--- config.mk ---
export PLATFORM = sky130hd
export DESIGN_NAME = fetch_unit
export DESIGN_NICKNAME = d
export VERILOG_FILES = /design/src/rtl/riscv_pkg.sv /design/src/rtl/fetch_buffer.sv /design/src/rtl/fetch_unit.sv
export SDC_FILE = /design/constraint.sdc
export NUM_CORES = 1
export LEC_CHECK = 0
export BUFFER_PORTS_ARGS = -buffer_cell sky130_fd_sc_hd__buf_2
export CORE_ASPECT_RATIO = 0.5
export CORE_UTILIZATION = 50
export CTS_BUF_LIST = sky130_fd_sc_hd__clkbuf_16
export DETAILED_ROUTE_END_ITERATION = 10
export PLACE_DENSITY_LB_ADDON = 0.12
export SYNTH_ARGS = -nofsm -noshare
export SYNTH_HDL_FRONTEND = slang
export SYNTH_SLANG_ARGS = --single-unit
--- constraint.sdc ---
create_clock -name clk_i -period 6.96 [get_ports clk_i]
set_input_delay 2.088 -clock clk_i [delete_from_list [all_inputs] [get_ports clk_i]]
set_output_delay 2.088 -clock clk_i [all_outputs]
set_load 0.005 [all_outputs]
--- src/rtl/riscv_pkg.sv ---
// Shared fetch-side types: the canonical NOP and the fetch buffer slot layout.
package riscv_pkg;

    localparam int XLEN = 32;
    localparam logic [XLEN-1:0] NOP_INSTR = 32'h0000_0013;

    typedef struct packed {
        logic [XLEN-1:0] pc;
        logic [XLEN-1:0] instr;
        logic            filled;
    } fetch_entry_t;

endpackage

--- src/rtl/fetch_buffer.sv ---
// In-order fetch buffer: a slot is allocated at grant (pc), filled at response (instr), freed at pop.
// The head view forwards a same-cycle fill so a response is visible in the cycle it arrives.
module fetch_buffer
    import riscv_pkg::*;
#(
    parameter  int DEPTH = 2,
    localparam int PW    = $clog2(DEPTH),
    localparam int CW    = PW + 1
) (
    input  logic            clk_i,
    input  logic            rst_i,
    input  logic            flush_i,
    input  logic            alloc_i,
    input  logic [XLEN-1:0] alloc_pc_i,
    input  logic            fill_i,
    input  logic [XLEN-1:0] fill_instr_i,
    input  logic            pop_i,
    output fetch_entry_t    head_o,
    output logic [CW-1:0]   count_o,
    output logic [CW-1:0]   pend_o,
    output logic            full_o,
    output logic            empty_o
);

    fetch_entry_t  slots_q [DEPTH];
    fetch_entry_t  slots_d [DEPTH];
    logic [PW-1:0] head_q, head_d, tail_q, tail_d, fill_q, fill_d;
    logic [CW-1:0] count_q, count_d, pend_q, pend_d;

    always_comb begin
        slots_d = slots_q;
        if (alloc_i) begin
            slots_d[tail_q].pc     = alloc_pc_i;
            slots_d[tail_q].filled = 1'b0;
        end
        if (fill_i) begin
            slots_d[fill_q].instr  = fill_instr_i;
            slots_d[fill_q].filled = 1'b1;
        end
    end

    always_comb begin
        if (flush_i) begin
            head_d  = '0;
            tail_d  = '0;
            fill_d  = '0;
            count_d = '0;
            pend_d  = '0;
        end else begin
            head_d  = head_q + PW'(pop_i);
            tail_d  = tail_q + PW'(alloc_i);
            fill_d  = fill_q + PW'(fill_i);
            count_d = count_q + CW'(alloc_i) - CW'(pop_i);
            pend_d  = pend_q + CW'(alloc_i) - CW'(fill_i);
        end
    end

    // Responses return in order, so an unfilled head is always the fill target.
    always_comb begin
        head_o = slots_q[head_q];
        if (fill_i && (fill_q == head_q)) begin
            head_o.instr  = fill_instr_i;
            head_o.filled = 1'b1;
        end
        count_o = count_q;
        pend_o  = pend_q;
        full_o  = (count_q == CW'(DEPTH));
        empty_o = (count_q == '0);
    end

    always_ff @(posedge clk_i) begin
        slots_q <= slots_d;
        if (rst_i) begin
            head_q  <= '0;
            tail_q  <= '0;
            fill_q  <= '0;
            count_q <= '0;
            pend_q  <= '0;
        end else begin
            head_q  <= head_d;
            tail_q  <= tail_d;
            fill_q  <= fill_d;
            count_q <= count_d;
            pend_q  <= pend_d;
        end
    end

endmodule

--- src/rtl/fetch_unit.sv ---
// Fetch unit: owns the PC, issues imem requests, drops wrong-path responses after a redirect.
// Optional FETCH_PERF_CNT_EN adds bubble/redirect performance counters.
module fetch_unit
    import riscv_pkg::*;
#(
    parameter int          DW        = 32,
    parameter logic [31:0] RESET_PC  = 32'h0000_0000,
    parameter int          BUF_DEPTH = 2
) (
    input  logic          clk_i,
    input  logic          rst_i,
    output logic          imem_req_o,
    output logic [DW-1:0] imem_addr_o,
    input  logic          imem_gnt_i,
    input  logic          imem_rvalid_i,
    input  logic [DW-1:0] imem_rdata_i,
    input  logic          stall_i,
    input  logic          redirect_i,
    input  logic [DW-1:0] redirect_pc_i,
    output logic [DW-1:0] instr_f,
    output logic [DW-1:0] pc_f,
    output logic [DW-1:0] pc_plus_4_f,
    output logic          fetch_valid_o
`ifdef FETCH_PERF_CNT_EN
    ,
    output logic [31:0]   perf_bubble_o,
    output logic [31:0]   perf_redirect_o
`endif
);

    localparam int CW = $clog2(BUF_DEPTH) + 1;

    fetch_entry_t  head;
    logic [CW-1:0] buf_count, buf_pend;
    logic          buf_full, buf_empty;
    logic          grant, fill, pop;
    logic [DW-1:0] req_pc_q, req_pc_d;
    logic [CW-1:0] drop_q, drop_d;

    fetch_buffer #(.DEPTH(BUF_DEPTH)) u_buf (
        .clk_i        (clk_i),
        .rst_i        (rst_i),
        .flush_i      (redirect_i),
        .alloc_i      (grant),
        .alloc_pc_i   (XLEN'(req_pc_q)),
        .fill_i       (fill),
        .fill_instr_i (XLEN'(imem_rdata_i)),
        .pop_i        (pop),
        .head_o       (head),
        .count_o      (buf_count),
        .pend_o       (buf_pend),
        .full_o       (buf_full),
        .empty_o      (buf_empty)
    );

    // Outstanding wrong-path responses still occupy imem slots, so they count against the depth.
    always_comb begin
        imem_req_o    = !rst_i && !redirect_i && !buf_full
                        && ((int'(buf_count) + int'(drop_q)) < BUF_DEPTH);
        imem_addr_o   = req_pc_q;
        grant         = imem_req_o && imem_gnt_i;
        fill          = imem_rvalid_i && (drop_q == '0) && !redirect_i;
        fetch_valid_o = !buf_empty && head.filled;
        instr_f       = fetch_valid_o ? DW'(head.instr) : DW'(NOP_INSTR);
        pc_f          = fetch_valid_o ? DW'(head.pc) : '0;
        pc_plus_4_f   = pc_f + DW'(4);
        pop           = fetch_valid_o && !stall_i && !redirect_i;
    end

    always_comb begin
        req_pc_d = req_pc_q;
        drop_d   = drop_q;
        if (redirect_i) begin
            req_pc_d = redirect_pc_i & ~DW'(3);
            drop_d   = drop_q + buf_pend - CW'(imem_rvalid_i);
        end else begin
            if (grant) req_pc_d = req_pc_q + DW'(4);
            if (imem_rvalid_i && (drop_q != '0)) drop_d = drop_q - CW'(1);
        end
    end

    always_ff @(posedge clk_i) begin
        if (rst_i) begin
            req_pc_q <= DW'(RESET_PC);
            drop_q   <= '0;
        end else begin
            req_pc_q <= req_pc_d;
            drop_q   <= drop_d;
        end
    end

`ifdef FETCH_PERF_CNT_EN
    logic [31:0] bubble_q, bubble_d, redir_q, redir_d;

    always_comb begin
        bubble_d = bubble_q;
        redir_d  = redir_q;
        if (!fetch_valid_o && !stall_i && (bubble_q != '1)) bubble_d = bubble_q + 32'd1;
        if (redirect_i && (redir_q != '1)) redir_d = redir_q + 32'd1;
    end

    always_ff @(posedge clk_i) begin
        if (rst_i) begin
            bubble_q <= '0;
            redir_q  <= '0;
        end else begin
            bubble_q <= bubble_d;
            redir_q  <= redir_d;
        end
    end

    assign perf_bubble_o   = bubble_q;
    assign perf_redirect_o = redir_q;
`else
    // Counters are not built; fetch behaviour is unchanged.
`endif

endmodule
==> results.py <==
metrics = {
    "run_status": {
        "status": "completed",
    },
    "yosys": {
        "synth_ff_type": "edfxtp_1",
        "synth_seq_cells": 165,
        "synth-edff-count": 124,
        "synthArstFlopShare": 0,
        "yosys_warnings": 0,
        "seq_area_frac_synth": 0.519,
        "netlist_instances": 836,
        "syn-cell-area_mm2": 0.00876,
        "synth.distinct_cells": 56,
        "syn_avg_cell_area_um2": 10.5,
    },
    "grt": {
        "grt_max_degree": 70,
        "grt_pass1_wl_mm": 33.4,
        "overflow": 0,
        "track_usage": 0.240,
        "antenna_found_initial": 0,
        "grt_pass1_vias": 6529,
    },
    "timing": {
        "setup_viol": 0,
        "hold_violations": 0,
        "finalClockSkew_ns": 0.00978,
        "hold_slack_ns": 0.496,
        "setup_tns_ns": 0,
        "period_needed_ns": 6.72,
        "max_slew_margin": 0.339,
        "tightest_slew_ns": 0.991,
        "fin_crit_sh": 0.966,
        "rsz0062_at_grt": "no",
        "max_freq_mhz": 149,
        "slew_viol_final": 0,
    },
    "placement": {
        "dpl.cell_count": 1213,
        "dp_hpwl_mm": 14.8,
        "port_buffers": 191,
        "gp_congestion": 0.901,
    },
    "detailed_routing": {
        "met1Wirelength_mm": 10.0,
        "drt_pass1_iterations": 5,
        "wl_met3_mm": 1.41,
        "top_layer": "met4",
        "wire_per_inst_um": 17.4,
        "viasPerCell": 5.72,
        "num_vias": 7117,
        "antenna_left": 0,
        "route.detailed.drc": 0,
        "routed_wl_mm": 21.6,
        "drt_iter0_drc": 543,
        "dr_wl_met2_mm": 10.0,
    },
    "cells_and_area": {
        "final_common_cell": "buf_2",
        "final_cell_mix": "buf_2 (191), edfxtp_1 (124), nor2_1 (99), and3_1 (70), mux2i_1 (61)",
        "stdcell_count": 1245,
        "drive_gt1_frac": 0.246,
        "final_net_count": 1089,
        "final_util": 0.619,
        "area_growth_pct": 18.5,
        "diodes": 0,
    },
    "critical_path": {
        "crit_chain": "buf_2 > nand3b_1 > o21ai_1 > nand2_2 > a21o_1 > inv_1 > ha_1 > inv_1 > a211oi_1 > buf_4 > nand2_1 > nor3b_1 > mux2_2 > buf_2",
        "cpPeakStageDelay_ns": 0.37,
        "critical_path_class": "input port to output pin",
        "start_kind": "input port",
        "r2r_slack_ns": 3.61,
        "critPathBufInv": 5,
        "cp_max_fo": 5,
        "endpoint_kind": "output pin",
        "slowest_stage": "mux2_2",
        "required_ns": 4.87,
        "arrival_ns": 4.63,
        "critPathTopFamily": "simple AND/OR/NAND/NOR gates",
    },
    "pwr": {
        "p_per_area_mw_per_mm2": 213,
        "p_leak_nw": 4.18,
        "ir_drop_uv": 185,
        "power_mw": 2.21,
    },
    "clock_network": {
        "cts-buffers-inserted": 17,
        "cts_setup_buffers": 0,
        "clk_pin_slew_worst_paths_ns": 0.06,
        "htree_num_levels": 4,
        "worstSkewPairLatency_ns": 0.42,
        "cts_tree": "built",
        "clk_path_buf_depth": 2,
        "cts.root.buffer_cell": "clkbuf_16",
        "clock_sinks": 165,
    },
    "floorplanning": {
        "die_h_um": 95.6,
        "dieWidth_um": 189,
        "coreArea_mm2": 0.0168,
        "ioPinCount": 200,
        "initial_core_util": 0.523,
        "die-area_mm2": 0.0181,
        "row_count": 33,
    },
    "min_path": {
        "hp-class": "flip-flop to flip-flop",
    },
    "flow_run": {
        "maxCapViolCount": 0,
    },
}
-- through the flow --
| stage | instance area (µm²) | setup WS, ns |
|---|---|---|
| 2_1_floorplan | 8780 | 0.364 |
| 3_3_place_gp | 9850 | 0.264 |
| 3_5_place_dp | 9850 | 0.215 |
| 4_1_cts | 10400 | 0.193 |
| 5_1_grt | 10400 | 0.0369 |
| 6_report | 10400 | 0.239 |
-- Yosys cell counts (20+ instances only) --
cell type | count | area, µm²
edfxtp_1 | 124 | 3720
nor2_1 | 99 | 372
and3_1 | 70 | 438
mux2i_1 | 61 | 611
nand2_1 | 60 | 225
dfxtp_1 | 41 | 821
a211oi_1 | 34 | 255
clkbuf_1 | 34 | 128
nand3_1 | 33 | 165
xor2_1 | 22 | 193
o21ai_0 | 21 | 105
xnor2_1 | 20 | 175
-- path summary, 6_finish.rpt --
path,from,end,depth (start not counted)
setup / recovery,redirect_i,pc_plus_4_f[20],14
hold / removal,u_buf.slots_q[65],u_buf.slots_q[65],2
setup reg to reg,u_buf.count_o[1],u_buf.slots_q[52],7
hold reg to reg,u_buf.slots_q[65],u_buf.slots_q[65],2
-- state kept, by name, indices dropped and copies added, names as in the netlist --
register,cells
imem_addr_o,30
u_buf.fill_q,1
u_buf.tail_q,1
u_buf.count_o,2
drop_q,2
u_buf.pend_o,2
u_buf.head_q,1
u_buf.slots_q,126
-- cell families (layout without fill, tap and decap cells) --
kind of cell / count (synthesis) / in the layout / synth area share
buf+inv: 80 / 257 / 0.0407
fa+ha+maj: 14 / 14 / 0.0209
xor+xnor: 42 / 42 / 0.0420
other cells: 1 / 6 / 0.000428
mux: 70 / 70 / 0.0813
flops: 165 / 165 / 0.519
simple gates: 350 / 350 / 0.209
compound gates: 114 / 114 / 0.0867
-- metal layers --
layer / up-vias / global-route usage
met2: 286 / 0.401
met1: 3391 / 0.327
met3: 17 / 0.0464
li1: 3423 / -
met4: 0 / 0.0531
met5: - / 0
-- report_power, final --
part	total, mW	leakage [nW]	switching, mW	internal (mW)
clock network	0.840	0.251	0.383	0.457
registers	1.14	1.42	0.0382	1.10
logic	0.226	2.51	0.138	0.0877
total	2.21	4.18	0.560	1.65
-- worst min-delay path, cell delays in order, from the launching register on --
cell and delay [ns]:
dfxtp_1 0.31, o21ai_0 0.06, o21ai_0 0.07
-- layout make-up --
type                    count  area (µm²)
well taps                 227         284
inverters                  21        78.8
fillers                  1437        6380
clock inverters            15         108
flip-flops and latches    165        4550
multi-input cells         596        3880
clock buffers              17         425
repair buffers            204        1050
-- what timing repair did --
item                       CTS  global route
hold buffers                 0             0
setup endpoints to repair    0             4
gates resized for setup      0             1
Note: power is estimated with default switching activity, not from simulation.
